`src/rtl/meter_pkg.sv`:
```
// Shared constants, request encoding and double-dabble helper for the parking-meter scheduler.
package meter_pkg;

  localparam int COUNT_W   = 14;
  localparam int MAX_COUNT = 9999;
  localparam int FLASH_TH  = 200;
  localparam int PRESET_A  = 10;
  localparam int PRESET_B  = 205;
  localparam int ADD10     = 10;
  localparam int ADD180    = 180;
  localparam int ADD200    = 200;
  localparam int ADD550    = 550;
  localparam int NUM_REQ   = 7;

  // Index order doubles as grant priority: higher index wins.
  typedef enum logic [2:0] {
    REQ_ADD10    = 3'd0,
    REQ_ADD180   = 3'd1,
    REQ_ADD200   = 3'd2,
    REQ_ADD550   = 3'd3,
    REQ_TICK     = 3'd4,
    REQ_PRESET_A = 3'd5,
    REQ_PRESET_B = 3'd6
  } req_idx_e;

  typedef enum logic [1:0] {
    BCD_IDLE  = 2'd0,
    BCD_SHIFT = 2'd1,
    BCD_DONE  = 2'd2
  } bcd_state_e;

  function automatic logic [15:0] dd_step(input logic [15:0] bcd_in, input logic in_bit);
    logic [15:0] adj;
    adj = bcd_in;
    for (int d = 0; d < 4; d++) begin
      if (adj[d*4 +: 4] >= 4'd5) adj[d*4 +: 4] = adj[d*4 +: 4] + 4'd3;
    end
    return {adj[14:0], in_bit};
  endfunction

endpackage

```
`src/rtl/meter_bin2bcd.sv`:
```
// Iterative double-dabble converter: one bit per clk, W shifts, then a single DONE cycle.
module meter_bin2bcd
  import meter_pkg::*;
#(
  parameter int W = COUNT_W
) (
  input  logic         clk,
  input  logic         reset_n,
  input  logic         start,
  input  logic [W-1:0] bin,
  output logic         busy,
  output logic         done,
  output logic [15:0]  bcd
);

  localparam logic [3:0] LAST = 4'(W - 1);

  bcd_state_e   state_q, state_d;
  logic [W-1:0] bin_q, bin_d;
  logic [15:0]  bcd_q, bcd_d;
  logic [3:0]   cnt_q, cnt_d;

  always_comb begin
    state_d = state_q;
    bin_d   = bin_q;
    bcd_d   = bcd_q;
    cnt_d   = cnt_q;
    case (state_q)
      BCD_IDLE: begin
        if (start) begin
          bin_d   = bin;
          bcd_d   = '0;
          cnt_d   = '0;
          state_d = BCD_SHIFT;
        end
      end
      BCD_SHIFT: begin
        bcd_d = dd_step(bcd_q, bin_q[W-1]);
        bin_d = {bin_q[W-2:0], 1'b0};
        cnt_d = cnt_q + 4'd1;
        if (cnt_q == LAST) state_d = BCD_DONE;
      end
      BCD_DONE: state_d = BCD_IDLE;
      default:  state_d = BCD_IDLE;
    endcase
  end

  always_ff @(posedge clk) begin
    if (!reset_n) begin
      state_q <= BCD_IDLE;
      bin_q   <= '0;
      bcd_q   <= '0;
      cnt_q   <= '0;
    end else begin
      state_q <= state_d;
      bin_q   <= bin_d;
      bcd_q   <= bcd_d;
      cnt_q   <= cnt_d;
    end
  end

  assign busy = (state_q != BCD_IDLE);
  assign done = (state_q == BCD_DONE);
  assign bcd  = bcd_q;

endmodule

```
`src/rtl/meter_sched.sv`:
```
// Parking-meter request scheduler: pending flags, fixed-priority arbiter, shared
// saturating add/sub datapath, status flags and background BCD conversion.
module meter_sched
  import meter_pkg::*;
#(
  parameter int W = COUNT_W
) (
  input  logic         clk,
  input  logic         reset_n,
  input  logic         tick_1hz,
  input  logic         add10,
  input  logic         add180,
  input  logic         add200,
  input  logic         add550,
  input  logic         preset_a,
  input  logic         preset_b,
  output logic [W-1:0] count,
  output logic [15:0]  bcd,
  output logic         bcd_valid,
  output logic         flash,
  output logic         expired,
  output logic         overrun
);

  localparam logic [W:0] MAX_EXT = (W+1)'(MAX_COUNT);

  logic [NUM_REQ-1:0] req_in, pend_q, pend_d, grant;
  logic [W-1:0]       count_q, count_d;
  logic [W:0]         add_val, sum;
  logic               overrun_q, overrun_d;
  logic [15:0]        bcd_q, bcd_d;
  logic               bcd_valid_q, bcd_valid_d;
  logic               dirty_q, dirty_d;
  logic               count_changed;
  logic               conv_start, conv_busy, conv_done;
  logic [15:0]        conv_bcd;

  always_comb begin
    req_in               = '0;
    req_in[REQ_ADD10]    = add10;
    req_in[REQ_ADD180]   = add180;
    req_in[REQ_ADD200]   = add200;
    req_in[REQ_ADD550]   = add550;
    req_in[REQ_TICK]     = tick_1hz;
    req_in[REQ_PRESET_A] = preset_a;
    req_in[REQ_PRESET_B] = preset_b;
  end

  always_comb begin
    grant = '0;
    for (int i = 0; i < NUM_REQ; i++) begin
      if (pend_q[i]) begin
        grant    = '0;
        grant[i] = 1'b1;
      end
    end
  end

  // A pulse on a source being granted this edge re-arms it rather than dropping.
  assign pend_d    = (pend_q & ~grant) | req_in;
  assign overrun_d = |(req_in & pend_q & ~grant);

  always_comb begin
    count_d = count_q;
    add_val = '0;
    sum     = '0;
    if (grant[REQ_PRESET_B]) begin
      count_d = W'(PRESET_B);
    end else if (grant[REQ_PRESET_A]) begin
      count_d = W'(PRESET_A);
    end else if (grant[REQ_TICK]) begin
      count_d = (count_q != '0) ? count_q - W'(1) : count_q;
    end else if (|grant) begin
      if (grant[REQ_ADD550])      add_val = (W+1)'(ADD550);
      else if (grant[REQ_ADD200]) add_val = (W+1)'(ADD200);
      else if (grant[REQ_ADD180]) add_val = (W+1)'(ADD180);
      else                        add_val = (W+1)'(ADD10);
      sum     = {1'b0, count_q} + add_val;
      count_d = (sum > MAX_EXT) ? MAX_EXT[W-1:0] : sum[W-1:0];
    end
  end

  assign count_changed = (count_d != count_q);
  assign conv_start    = dirty_q && !conv_busy;

  // dirty means the converter's snapshot no longer matches count.
  always_comb begin
    dirty_d = conv_start ? count_changed : (dirty_q | count_changed);
    bcd_d   = conv_done ? conv_bcd : bcd_q;
    if (count_changed)  bcd_valid_d = 1'b0;
    else if (conv_done) bcd_valid_d = !dirty_q;
    else                bcd_valid_d = bcd_valid_q;
  end

  always_ff @(posedge clk) begin
    if (!reset_n) begin
      pend_q      <= '0;
      count_q     <= '0;
      overrun_q   <= 1'b0;
      bcd_q       <= '0;
      bcd_valid_q <= 1'b1;
      dirty_q     <= 1'b0;
    end else begin
      pend_q      <= pend_d;
      count_q     <= count_d;
      overrun_q   <= overrun_d;
      bcd_q       <= bcd_d;
      bcd_valid_q <= bcd_valid_d;
      dirty_q     <= dirty_d;
    end
  end

  meter_bin2bcd #(.W(W)) u_bin2bcd (
    .clk     (clk),
    .reset_n (reset_n),
    .start   (conv_start),
    .bin     (count_q),
    .busy    (conv_busy),
    .done    (conv_done),
    .bcd     (conv_bcd)
  );

  assign count     = count_q;
  assign bcd       = bcd_q;
  assign bcd_valid = bcd_valid_q;
  assign overrun   = overrun_q;
  assign flash     = (count_q < W'(FLASH_TH));
  assign expired   = (count_q == '0);

endmodule

```
`config.mk`:
```
export PLATFORM = sky130hd
export DESIGN_NAME = meter_sched
export DESIGN_NICKNAME = d
export VERILOG_FILES = /design/src/rtl/meter_pkg.sv /design/src/rtl/meter_bin2bcd.sv /design/src/rtl/meter_sched.sv
export SDC_FILE = /design/constraint.sdc
export NUM_CORES = 1
export LEC_CHECK = 0
export ABC_AREA = 1
export BUFFER_PORTS_ARGS = -buffer_cell sky130_fd_sc_hd__buf_2
export CORE_UTILIZATION = 55
export CTS_BUF_LIST = sky130_fd_sc_hd__clkbuf_16
export CTS_CLUSTER_SIZE = 16
export DETAILED_ROUTE_END_ITERATION = 8
export MAX_ROUTING_LAYER = met4
export PLACE_DENSITY = 0.84
export RECOVER_POWER = 100
export SLEW_MARGIN = 20
export SYNTH_ARGS = -nofsm -noshare
export SYNTH_HDL_FRONTEND = slang
export SYNTH_HIERARCHICAL = 1
export SYNTH_SLANG_ARGS = --single-unit
```
`constraint.sdc`:
```
create_clock -name clk -period 3 [get_ports clk]
set_input_delay 0.15 -clock clk [delete_from_list [all_inputs] [get_ports clk]]
set_output_delay 0.15 -clock clk [all_outputs]
set_load 0.03 [all_outputs]
```
==> flow_metrics.tcl, run 1 <==
set metrics [dict create \
    status "finished with violations" \
    violations "negative setup slack" \
    die_area_um2 9720 \
    synth_compound_area_frac 0.131 \
    die_w_um 98.6 \
    slowest_stage "fa_2" \
    utilization 0.732 \
    cp_max_fo 6 \
    syn_area_per_cell_um2 6.15 \
    met2WireLength_um 6560 \
    synthXorXnorAreaFrac 0.00512 \
    overflow 0 \
    async_flop_share 0 \
    clk_latency_ps 340 \
    grt_start_max_net_pins 28 \
    coreArea_um2 8890 \
    worst_r2r_path_depth 32 \
    drive_gt1_frac 0.242 \
    critical_path_class "reg -> reg" \
    r2r_end "dirty_q$_SDFF_PN0_" \
    die-height_um 98.6 \
    slew-limit-headroom 0.366 \
    clock-root-buffer "clkbuf_16" \
    drt-initial-drc-count 426 \
    worstPathRequired_ps 3230 \
    cpPeakStageDelay_ps 380 \
    skew_ps 11.2 \
    ir_worst_vdd_mv 0.401 \
    timing.setup.tns_ps -2600 \
    port_buffers 42 \
    wl_um 14800 \
    top_layer "met4" \
    synthAdderAreaFrac 0.0502 \
    clk_pin_slew_ps 60 \
    grt_pass1_vias 5110 \
    crit_start "pend_q[5]$_SDFF_PN0_" \
    power.leakage_nw 3.09 \
    design_power_total_mw 3.18 \
    yosys.cell_types.count 45 \
    path_buf_inv 6 \
    post-route-min-period_ps 3580 \
    worst-r2r-setup-slack_ps -580 \
    antenna_found_initial 0 \
    worstReg2RegStart "pend_q[5]$_SDFF_PN0_" \
    first_pass_iters 8 \
    mostFrequentLayoutCells "203 x nand2_1, 106 x nor2_1, 95 x inv_1" \
    synth_edf_count 0 \
    min_path_cells 3 \
    synth_top_family_by_area "simple AND/OR/NAND/NOR gates" \
    drv_cap 0 \
    worst_path_most_repeated_cell "nand2_2" \
    layout-area-overhead-vs-synth_pct 27.0 \
    stdcell_count 1061 \
    clock_path_buffers 2 \
    setup_viol 10 \
    cp-start-kind "flop" \
    yosys_warnings 6 \
    fin_ws_ps -576 \
    routed-via-count 5861 \
    place_congestion 1.05 \
    hold-path-endpoint "pend_q[0]$_SDFF_PN0_" \
    clock-sinks 76 \
    ys_ff_latch 76 \
    synth_area_um2 5130 \
    postSynthCellCount 834 \
    drc_errors 0 \
    grt.total_usage 0.307 \
    hp-class "in -> reg" \
    grt_pass1_wl_um 23300 \
    dp_cells 1030 \
    timing.hold.ws_ps 35.8 \
    antennaDiodeCount 0 \
    antenna_left 0 \
    routed_via_density 5.52 \
    place_hpwl_um 9960 \
    synthFlopType "dfxtp_1" \
    start_util 0.577 \
    wl_met3_um 1310 \
    drv_slew 0 \
    seq_area_frac_synth 0.297 \
    p_per_area_nw_per_um2 489 \
    synth_nets 863 \
    rsz0062_at_grt "yes" \
    met1Wirelength_um 6470 \
    timing_worst_slew_pin_value_ps 946 \
    arrival_ps 3810 \
    holdCritStartpoint "add10" \
    synthMuxAreaShare 0 \
    layout_commonest_cell "nand2_1" \
    io_pins 43 \
    numCtsBuffers 9 \
    fmax_mhz 280 \
    hold_viol 0 \
    htreeDepth 3 \
    num_rows 34 \
    synthSimpleGateAreaFrac 0.399 \
    cts_tree "yes" \
    end_kind "flop" \
    fin_nets 977 \
    drt-wirelength-per-cell_um 14.0 \
    min_period_over_period 1.19 \
    cp_top_family "simple AND/OR/NAND/NOR gates" \
]
sequential cells by signal, summed over array words and instances, names as in the netlist, 2 cells and up:
register and count:
bcd 16, u_bin2bcd/bcd 16, count 14, u_bin2bcd/bin_q 14, pend_q 7, u_bin2bcd/cnt_q 4, u_bin2bcd/state_q 2
worst reg2reg max path, delay by kind of cell, from the launching register on:
kind / cells / cell delay, ps
simple gates: 23 / 1920
buf+inv: 6 / 500
fa+ha+maj: 1 / 380
flops: 1 / 330
compound gates: 2 / 310
kinds of logic (layout without fill, tap and decap cells):
family	Yosys count	in the layout
adder cells (fa/ha/maj)	20	20
buffers and inverters	137	255
AO/OA/AOI/OAI	121	121
XOR/XNOR	3	3
AND/OR/NAND/NOR	477	478
flip-flops	76	76
cells in the mapped netlist, types with 2 or more instances:
cell | n | area share
inv_2 | 5 | 0.0037
o21ai_1 | 2 | 0.0020
nor2_4 | 2 | 0.0044
ha_1 | 19 | 0.046
dfxtp_1 | 76 | 0.30
inv_1 | 102 | 0.075
buf_4 | 3 | 0.0044
nor3_1 | 4 | 0.0039
nand2_4 | 2 | 0.0044
buf_1 | 2 | 0.0015
nand3_1 | 65 | 0.063
nand4_1 | 19 | 0.023
o21a_1 | 3 | 0.0044
a22oi_1 | 3 | 0.0044
nand2_2 | 21 | 0.026
a21oi_1 | 54 | 0.053
o211ai_1 | 8 | 0.012
nor2_1 | 122 | 0.089
nor2_2 | 5 | 0.0061
clkbuf_1 | 8 | 0.0059
nand2_1 | 232 | 0.17
a31oi_1 | 7 | 0.0085
xor2_1 | 2 | 0.0034
buf_2 | 5 | 0.0049
buf_6 | 7 | 0.015
o21ai_0 | 37 | 0.036
layout make-up:
type                            instances  area (µm²)
Clock buffer                            9         225
Sequential cell                        76        1520
Fill cell                             680        2380
Clock inverter                          7        57.6
Inverter                              111         422
Tap cell                              108         135
Multi-Input combinational cell        622        3320
Timing Repair Buffer                  128         833
worst max-delay path by stage:
stage | endpoint | slack [ps] | cells after the start
after floorplan | dirty_q$_SDFF_PN0_ | -100 | 35
after global placement | dirty_q$_SDFF_PN0_ | -580 | 32
after detailed placement | dirty_q$_SDFF_PN0_ | -640 | 32
after CTS | dirty_q$_SDFF_PN0_ | -430 | 35
after global routing | dirty_q$_SDFF_PN0_ | -810 | 34
final | dirty_q$_SDFF_PN0_ | -580 | 32
through the flow:
step	worst slack [ps]	instance area, µm²
floorplan	-103	5170
global placement	-576	5860
detailed placement	-637	5860
CTS	-428	6350
global route	-809	6510
finish	-576	6510
what timing repair did:
action | 4_1_cts | 5_1_grt
pin swaps | 11 | 26
setup buffers | 5 | 8
hold endpoints to repair | 1 | 0
hold buffers | 1 | 0
gates cloned | 1 | 0
setup endpoints to repair | 16 | 16
gates resized for setup | 38 | 47
per-layer routing:
metal / vias to the layer above / GRT usage
li1: 2895 / -
met2: 296 / 0.492
met5: - / -
met1: 2610 / 0.401
met4: 0 / 0.0896
met3: 60 / 0.0504
report_power, final:
| part | leakage [nW] | internal, mW | switching, mW |
|---|---|---|---|
| clock network | 0.134 | 0.572 | 0.471 |
| logic | 2.33 | 0.413 | 0.642 |
| registers | 0.619 | 1.05 | 0.0364 |
Power figures use the tool's default switching activity.
==> inputs of run 2 (changes only) <==
--- a/config.mk
+++ b/config.mk
@@ -14,6 +14,7 @@
 export MAX_ROUTING_LAYER = met4
 export PLACE_DENSITY = 0.84
 export RECOVER_POWER = 100
+export SKIP_LAST_GASP = 1
 export SLEW_MARGIN = 20
 export SYNTH_ARGS = -nofsm -noshare
 export SYNTH_HDL_FRONTEND = slang
==> flow_metrics.tcl, run 2 (same netlist as run 1, synthesis figures left out) <==
set metrics [dict create \
    hold-path-endpoint "pend_q[2]$_SDFF_PN0_" \
    cts_tree "yes" \
    mostFrequentLayoutCells "210 x nand2_1, 107 x nor2_1, 95 x inv_1" \
    multi_input_area_um2 3250 \
    power_switching_mw 1.13 \
    drt-initial-drc-count 545 \
    post-route-min-period_ps 3560 \
    timing_worst_slew_pin_value_ps 946 \
    grt_pass1_wl_um 23400 \
    min_period_over_period 1.19 \
    die_w_um 98.6 \
    slowest_stage "fa_2" \
    p_per_area_nw_per_um2 489 \
    cpPeakStageDelay_ps 370 \
    cp-start-kind "flop" \
    die-height_um 98.6 \
    cp_max_fo 6 \
    dp_cells 1030 \
    routed_via_density 5.41 \
    worstPathRequired_ps 3230 \
    power.leakage_nw 3.09 \
    die_area_um2 9720 \
    ir_worst_vdd_mv 0.402 \
    worstReg2RegStart "pend_q[5]$_SDFF_PN0_" \
    grt.total_usage 0.308 \
    min_path_cells 3 \
    coreArea_um2 8890 \
    p_comb_frac 0.326 \
    fmax_mhz 281 \
    grt_start_max_net_pins 28 \
    internal_power_mw 2.02 \
    timing.setup.tns_ps -2430 \
    seq_area_um2 1520 \
    end_kind "flop" \
    postPlaceCellArea_um2 5860 \
    worst_path_most_repeated_cell "nand2_1" \
    drc_errors 2 \
    switching_share 0.359 \
    finalInstanceArea_um2 6440 \
    slew-limit-headroom 0.366 \
    rsz0062_at_grt "yes" \
    clock-root-buffer "clkbuf_16" \
    seqPwrFrac 0.344 \
    first_pass_iters 9 \
    io_pins 43 \
    antenna_found_initial 0 \
    violations "design-rule violations, negative setup slack" \
    critical_path_class "reg -> reg" \
    clk_latency_ps 340 \
    crit_start "pend_q[5]$_SDFF_PN0_" \
    layout_commonest_cell "nand2_1" \
    skew_ps 10.5 \
    wl_um 14500 \
    clock_path_buffers 2 \
    num_rows 34 \
    utilization 0.724 \
    port_buffers 42 \
    setup_viol 10 \
    htreeDepth 3 \
    num-fill-cells 697 \
    fin_nets 977 \
    numCtsBuffers 9 \
    drive_gt1_frac 0.230 \
    arrival_ps 3790 \
    clk_pin_slew_ps 60 \
    holdCritStartpoint "add200" \
    place_hpwl_um 9960 \
    drv_slew 0 \
    worst-r2r-setup-slack_ps -560 \
    design_power_total_mw 3.15 \
    antennaDiodeCount 0 \
    grt_pass1_vias 5118 \
    r2r_end "dirty_q$_SDFF_PN0_" \
    clock-sinks 76 \
    place_congestion 1.05 \
    antenna_left 0 \
    drt-wirelength-per-cell_um 13.6 \
    overflow 0 \
    routed-via-count 5745 \
    drv_cap 0 \
    status "finished with violations" \
    hold_viol 0 \
    hp-class "in -> reg" \
    start_util 0.577 \
    stdcell_count 1061 \
    power_frac_clock 0.330 \
    layout-area-overhead-vs-synth_pct 25.6 \
    worst_r2r_path_depth 32 \
    fin_ws_ps -556 \
]
## run 2: cell count changes in the layout (fill, tap and decap cells not counted), moves of 2 or more
cell / change
ha_1: +2
nand2_1: +7
nor2_2: +2
ha_4: -2
buf_6: -2
buf_4: +2
nor2_4: -3
nand2_2: -8
## run 2: area by class of cell
class,instances,area share
multi-input cells,622,0.505
inverters,111,0.0655
clock buffers,9,0.0350
well taps,108,0.0210
clock inverters,7,0.00894
repair buffers,128,0.128
flip-flops and latches,76,0.237
## run 2: how the worst max path moves through the flow
| stage | depth (start not counted) | end | slack [ps] |
|---|---|---|---|
| 6_report | 32 | dirty_q$_SDFF_PN0_ | -560 |
| 5_1_grt | 33 | dirty_q$_SDFF_PN0_ | -820 |
| 4_1_cts | 35 | dirty_q$_SDFF_PN0_ | -430 |
| 3_5_place_dp | 32 | dirty_q$_SDFF_PN0_ | -640 |
| 3_3_place_gp | 32 | dirty_q$_SDFF_PN0_ | -580 |
| 2_1_floorplan | 35 | dirty_q$_SDFF_PN0_ | -100 |
## run 2: per-layer routing
metal	share of wire	vias to the layer above	track usage
met5	0	-	-
met4	0.025	0	0.0896
met3	0.085	42	0.0504
met2	0.45	281	0.490
met1	0.44	2530	0.403
li1	-	2892	-
## run 2: power groups by stage
stage | combinational, mW | clock (mW) | sequential, mW
floorplan | 0.558 | 0 | 1.15
global route | 1.11 | 1.10 | 1.09
finish | 1.03 | 1.04 | 1.08
detailed placement | 0.907 | 0 | 1.10
CTS | 0.956 | 1.05 | 1.08
global placement | 0.902 | 0 | 1.10
## run 2: critical path, delay by kind of cell, from the launching register on
kind                     cells  cell delay, ps
AND/OR/NAND/NOR             23            1960
buffers and inverters        6             480
adder cells (fa/ha/maj)      1             370
flip-flops                   1             330
AO/OA/AOI/OAI                2             300
## run 2: per-stage QoR
stage | worst slack, ps | hold slack [ps]
6_report | -556 | 38.6
5_1_grt | -821 | 46.2
4_1_cts | -432 | 36.4
3_5_place_dp | -637 | 340
3_3_place_gp | -576 | 337
2_1_floorplan | -103 | 243
## run 2: what timing repair did
| item | CTS | global route |
|---|---|---|
| buffers inserted | 5 | 8 |
| resized for setup | 36 | 31 |
| hold buffers | 1 | 0 |
| hold endpoints to repair | 1 | 0 |
| setup endpoints to repair | 16 | 16 |
| cloned | 1 | 0 |
| pin swaps | 11 | 25 |
